### config.mk
export PLATFORM = sky130hd
export DESIGN_NAME = branch_redirect_ctrl
export DESIGN_NICKNAME = d
export VERILOG_FILES = /design/src/rtl/branch_pkg.sv /design/src/rtl/bht_table.sv /design/src/rtl/branch_redirect_ctrl.sv
export SDC_FILE = /design/constraint.sdc
export NUM_CORES = 1
export LEC_CHECK = 0
export CORE_AREA = 4 4 110 112
export DETAILED_ROUTE_END_ITERATION = 10
export DIE_AREA = 0 0 114 116
export DONT_BUFFER_PORTS = 1
export MAX_ROUTING_LAYER = met4
export PLACE_DENSITY = 0.68
export SLEW_MARGIN = 40
export SYNTH_ARGS = -nofsm -noshare
export SYNTH_HDL_FRONTEND = slang
export SYNTH_SLANG_ARGS = --single-unit
### constraint.sdc
create_clock -name clk -period 3.1 [get_ports clk]
set_input_delay 0.465 -clock clk [delete_from_list [all_inputs] [get_ports clk]]
set_output_delay 0.465 -clock clk [all_outputs]
set_load 0.05 [all_outputs]
### src/rtl/branch_pkg.sv
// Shared types and helpers for the branch prediction / redirect logic.
// Holds the 2-bit BHT counter encoding and its saturating update rule.
package branch_pkg;

  typedef enum logic [1:0] {
    SNT = 2'b00,
    WNT = 2'b01,
    WT  = 2'b10,
    ST  = 2'b11
  } bht_state_e;

  localparam bht_state_e BHT_RESET = WNT;

  // Saturating 2-bit counter step: taken moves toward ST, not-taken toward SNT.
  function automatic bht_state_e bht_next(input bht_state_e state, input logic taken);
    bht_state_e w_next;
    w_next = state;
    if (taken) begin
      if (state != ST) w_next = bht_state_e'(2'(state + 2'd1));
    end else begin
      if (state != SNT) w_next = bht_state_e'(2'(state - 2'd1));
    end
    return w_next;
  endfunction

endpackage

### src/rtl/bht_table.sv
// Direct-mapped branch history table: async read port, sync training port.
// Reads see the pre-update value when the same entry is trained in that cycle.
module bht_table
  import branch_pkg::*;
#(
  parameter int unsigned IDX_W = 4
) (
  input  logic             clk,
  input  logic             rst_n,
  input  logic [IDX_W-1:0] i_rd_idx,
  output bht_state_e       o_rd_state,
  input  logic             i_wr_en,
  input  logic [IDX_W-1:0] i_wr_idx,
  input  logic             i_wr_taken
);

  localparam int unsigned DEPTH = 1 << IDX_W;

  bht_state_e r_mem [DEPTH];

  always_ff @(posedge clk) begin
    if (!rst_n) begin
      for (int unsigned i = 0; i < DEPTH; i++) r_mem[i] <= BHT_RESET;
    end else if (i_wr_en) begin
      r_mem[i_wr_idx] <= bht_next(r_mem[i_wr_idx], i_wr_taken);
    end
  end

  assign o_rd_state = r_mem[i_rd_idx];

endmodule

### src/rtl/branch_redirect_ctrl.sv
// Predicts conditional branches at IF, tracks predictions down to EX and
// raises flush/redirect plus BHT training when EX resolution disagrees.
module branch_redirect_ctrl
  import branch_pkg::*;
#(
  parameter int unsigned PC_W      = 9,
  parameter int unsigned BHT_IDX_W = 4,
  parameter int unsigned STAT_W    = 16
) (
  input  logic              clk,
  input  logic              rst_n,
  input  logic              if_valid,
  input  logic              if_is_branch,
  input  logic [PC_W-1:0]   if_pc,
  input  logic [31:0]       if_imm,
  input  logic              stall,
  input  logic              ex_branch,
  input  logic              ex_pcsel,
  input  logic [31:0]       ex_pc_imm,
  input  logic [31:0]       ex_pc_four,
  input  logic [PC_W-1:0]   ex_pc,
  output logic              pred_taken,
  output logic [31:0]       pred_pc,
  output logic              redirect,
  output logic [31:0]       redirect_pc,
  output logic              flush_ifid,
  output logic              flush_idex,
  output logic [STAT_W-1:0] branch_cnt,
  output logic [STAT_W-1:0] mispredict_cnt
);

  logic              r_v_id;
  logic              r_taken_id;
  logic              r_v_ex;
  logic              r_taken_ex;
  logic [STAT_W-1:0] r_branch_cnt;
  logic [STAT_W-1:0] r_mispredict_cnt;

  bht_state_e        w_rd_state;
  logic              w_if_branch;
  logic              w_pred_taken;
  logic              w_resolve;
  logic              w_mispredict;

  bht_table #(
    .IDX_W (BHT_IDX_W)
  ) u_bht (
    .clk        (clk),
    .rst_n      (rst_n),
    .i_rd_idx   (if_pc[BHT_IDX_W+1:2]),
    .o_rd_state (w_rd_state),
    .i_wr_en    (w_resolve),
    .i_wr_idx   (ex_pc[BHT_IDX_W+1:2]),
    .i_wr_taken (ex_pcsel)
  );

  assign w_if_branch  = if_valid & if_is_branch;
  assign w_pred_taken = w_if_branch & w_rd_state[1];
  // A stalled EX branch is resolved once, in its first unstalled cycle.
  assign w_resolve    = ex_branch & r_v_ex & ~stall;
  assign w_mispredict = w_resolve & (ex_pcsel != r_taken_ex);

  assign pred_taken     = w_pred_taken;
  assign pred_pc        = 32'(if_pc) + if_imm;
  assign redirect       = w_mispredict;
  assign redirect_pc    = ex_pcsel ? ex_pc_imm : ex_pc_four;
  assign flush_ifid     = w_mispredict;
  assign flush_idex     = w_mispredict;
  assign branch_cnt     = r_branch_cnt;
  assign mispredict_cnt = r_mispredict_cnt;

  // Prediction tracking through ID and EX; a mispredict squashes everything younger.
  always_ff @(posedge clk) begin
    if (!rst_n) begin
      r_v_id     <= 1'b0;
      r_taken_id <= 1'b0;
      r_v_ex     <= 1'b0;
      r_taken_ex <= 1'b0;
    end else if (w_mispredict) begin
      r_v_id     <= 1'b0;
      r_taken_id <= 1'b0;
      r_v_ex     <= 1'b0;
      r_taken_ex <= 1'b0;
    end else if (!stall) begin
      r_v_ex     <= r_v_id;
      r_taken_ex <= r_taken_id;
      r_v_id     <= w_if_branch;
      r_taken_id <= w_pred_taken;
    end
  end

  // Saturating statistics.
  always_ff @(posedge clk) begin
    if (!rst_n) begin
      r_branch_cnt     <= '0;
      r_mispredict_cnt <= '0;
    end else if (w_resolve) begin
      if (r_branch_cnt != '1) r_branch_cnt <= r_branch_cnt + STAT_W'(1);
      if (w_mispredict && (r_mispredict_cnt != '1))
        r_mispredict_cnt <= r_mispredict_cnt + STAT_W'(1);
    end
  end

endmodule
==> impl_results.md <==
* Source of the worst register-to-register timing path: branch_cnt[11]$_SDFFE_PN0P_
* Slew headroom at 46.45%
* Ranking of synthesized cells by instance count: sky130_fd_sc_hd__nand2_1 (58), sky130_fd_sc_hd__dfxtp_1 (36), sky130_fd_sc_hd__edfxtp_1 (32), sky130_fd_sc_hd__mux2_2 (32)
* Netlist area before placement at 4873 sq um
* Most numerous cell in the Yosys netlist: sky130_fd_sc_hd__nand2_1
* Share of the clock period used by the worst path at 93.88%
* Count of vias placed by the detailed router at 3994
* Cell-by-cell trace of the critical path: ha_1 > fa_1 > a21oi_1 > o21ai_1 > a2111oi_4 > buf_2 > nor4_1 > xor2_2 > buf_12
* Number of cells produced by synthesis at 504
* Drt first-iter violations at 293
* Pin count of the biggest net entering global routing at 56
* Worst hold-check path type: in -> reg
* Number of placed instances with taps included at 670
* DIE AREA at 13220 sq um
* Main flop type after synthesis: sky130_fd_sc_hd__dfxtp_1
* Starting Density at 43.42%
* Largest voltage drop on the vdd net at 0.0003723 V
* Routed wirelength normalized by instance count at 19.08 microns
* Buffer cell driving the clock tree root: sky130_fd_sc_hd__clkbuf_16
* Die Wd at 114 microns
* Required arrival time at the worst endpoint at 2.63 ns
* Final non-filler cell total at 690
* Vias in the first global route at 3811
* Die extent in y at 116 microns
* Initial antenna violation count at 1
* Remaining antenna violation count at 0
* Pre-CTS worst setup slack at 0.04968 ns
* 1st-pass router iterations at 4
* I/O Buffers at 0
* Run status: finished, final reports clean
* Area of all placed cells without fillers at 5874 sq um
* Final critical path time including I/O delays and setup at 2.910 ns
* Count of cells along the worst hold path at 1
* Power density over cell area at 453.6 nW/um^2
* WP data arrival at 2.45 ns
* CP Class: in -> out
* Clock tree from TritonCTS: yes
* Overall global routing resource usage at 19.14%
* Post-route worst setup slack at 0.1896 ns
* Highest net fanout along the worst path at 5
* Final worst clock skew at 0.01103 ns
* Transition time of the tightest slew-check pin at 0.7978 ns
* Async S/R FF share, synth at 0%
* TritonCTS buffer count at 9
* Total wirelength of the detailed-routed design at 13.17 mm
* Setup repair after global routing missed its margin: no
* Overall power after layout at 0.002665 W
* Cell family with the largest share of critical-path delay: compound AO/OA/AOI/OAI gates
* Endpoint of the worst hold-timing path: branch_cnt[3]$_SDFFE_PN0P_
* Count of warnings emitted by yosys at 0
* Hold path startpoint: rst_n
* Net count after synthesis at 637
* Maximum Capacitance Violations at 0
* Worst r2r path cells at 5
* Crit path launch type: primary input
* Floorplan Core Area at 11220 sq um
* Total grt overflow at 0
* Global-route wire length before repair at 19.57 mm
* Cell area after placement at 5532 sq um
* Buffers & Inverters on Critical Path at 2
* Biggest area contributors in the synthesized netlist: sky130_fd_sc_hd__edfxtp_1 (20%), sky130_fd_sc_hd__dfxtp_1 (15%), sky130_fd_sc_hd__mux2_2 (7.4%)
* RePlAce Congestion at 0.8888
* Source-to-sink clock delay at the later pin of the worst-skew pair at 0.33 ns
* Number of pins with negative max-slew slack in the final report at 0
* Number of nets in the layout at 672
* R2R setup slack at 0.90 ns
* Achievable Freq at 343.6 MHz
* Top cell type's share of synthesized area at 19.72%
* FP Rows at 39
* Ratio of cells with drive above 1 in the final layout at 27.57%
* Number of register bits inferred by synthesis at 68
* Routed vias/inst at 5.788
* Post-DP HPWL at 10.23 mm
* Number of setup violations in the final report at 0
* Slowest cell delay on critical path at 0.41 ns
* Endpoint of the lowest-slack register-to-register path: branch_cnt[1]$_SDFFE_PN0P_
* Maximum count of clock buffers along a single path at 2
* CTS clock-pin slew for the worst setup and hold paths at 0.06 ns
* Num Clock Sinks at 68
* Synthesis-to-finish area growth at 20.54%
* DRC violation count after routing at 0
* Crit path capture type: output port
* Setup repair bufs after CTS at 0
* Final Util at 52.34%
* Number of H-tree branching levels at 3
* Endpoints failing hold at 0
* Master of the slowest instance on the critical path: sky130_fd_sc_hd__fa_1
* Num ports at 221
* P_leak at 2.165 nW
* Synth cell types at 63
* Post-synthesis average cell area at 9.669 sq um
* Cell taking the most area after synthesis: sky130_fd_sc_hd__edfxtp_1
* Sequential fraction of the synthesis area at 34.51%
* Count of flip-flops with a built-in enable after synthesis at 32
worst max-delay path by stage:
stage,startpoint,end,cells after the start
after floorplan,if_pc[0],pred_pc[18],8
after global placement,if_pc[6],pred_pc[13],6
after detailed placement,if_pc[0],pred_pc[22],9
after CTS,if_pc[0],pred_pc[22],9
after global routing,if_pc[3],pred_pc[7],7
final,if_pc[0],pred_pc[30],9
registers in the layout, indices dropped and copies added (netlist names):
signal and flops:
mispredict_cnt 16, r_taken_ex 1, r_taken_id 1, r_v_ex 1, branch_cnt 16, r_v_id 1
u_bht.r_mem 32
power by group:
part           total (W)  internal [W]  leakage, nW  switching [W]
sequential      0.000951      0.000946        0.565     0.00000500
clock            0.00107      0.000693        0.153       0.000381
combinational   0.000639      0.000204         1.45       0.000435
total            0.00266       0.00184         2.17       0.000821
final cells by class:
| type | instances | area, sq um |
|---|---|---|
| clock buffers | 13 | 271.5 |
| multi-input cells | 400 | 3126 |
| flip-flops and latches | 68 | 1682 |
| repair buffers | 55 | 548.0 |
| well taps | 143 | 178.9 |
| fillers | 1013 | 5349 |
| diodes | 3 | 7.507 |
| clock inverters | 3 | 42.54 |
| inverters | 5 | 18.77 |
metrics by stage:
step                      hold WS, ns  setup TNS [ns]
final                          0.2512               0
after CTS                      0.2467               0
after global placement         0.4686               0
after global routing           0.2441               0
after floorplan                0.4579        -0.01619
after detailed placement       0.4884               0
layout by cell type (no fill, tap or decap), types with 13 or more instances in the layout:
cell and count:
sky130_fd_sc_hd__a21oi_1 14, sky130_fd_sc_hd__nor2_1 27, sky130_fd_sc_hd__edfxtp_1 32, sky130_fd_sc_hd__xnor2_1 27, sky130_fd_sc_hd__nand3_1 26, sky130_fd_sc_hd__and2_1 20
sky130_fd_sc_hd__dfxtp_1 36, sky130_fd_sc_hd__buf_4 43, sky130_fd_sc_hd__o21ai_0 13, sky130_fd_sc_hd__nand2_1 58, sky130_fd_sc_hd__mux2_2 32
logic make-up after synthesis:
family	synth area share [%]
simple gates	24.31
compound gates	10.32
flops	34.51
mux	15.07
xor+xnor	8.267
buf+inv	3.723
fa+ha+maj	3.800
repair_timing:
item,in CTS,in global routing
hold buffers,0,0
resized for setup,0,3
setup endpoints to repair,0,11
per-layer routing:
layer	track usage, %	vias to the layer above	wire length [microns]
met5	-	-	0
met4	4.434	0	138
met1	23.88	1901	5322
li1	-	1931	-
met2	29.86	149	6550
met3	6.945	13	1156
No activity file was read; power rests on OpenSTA's default activity.
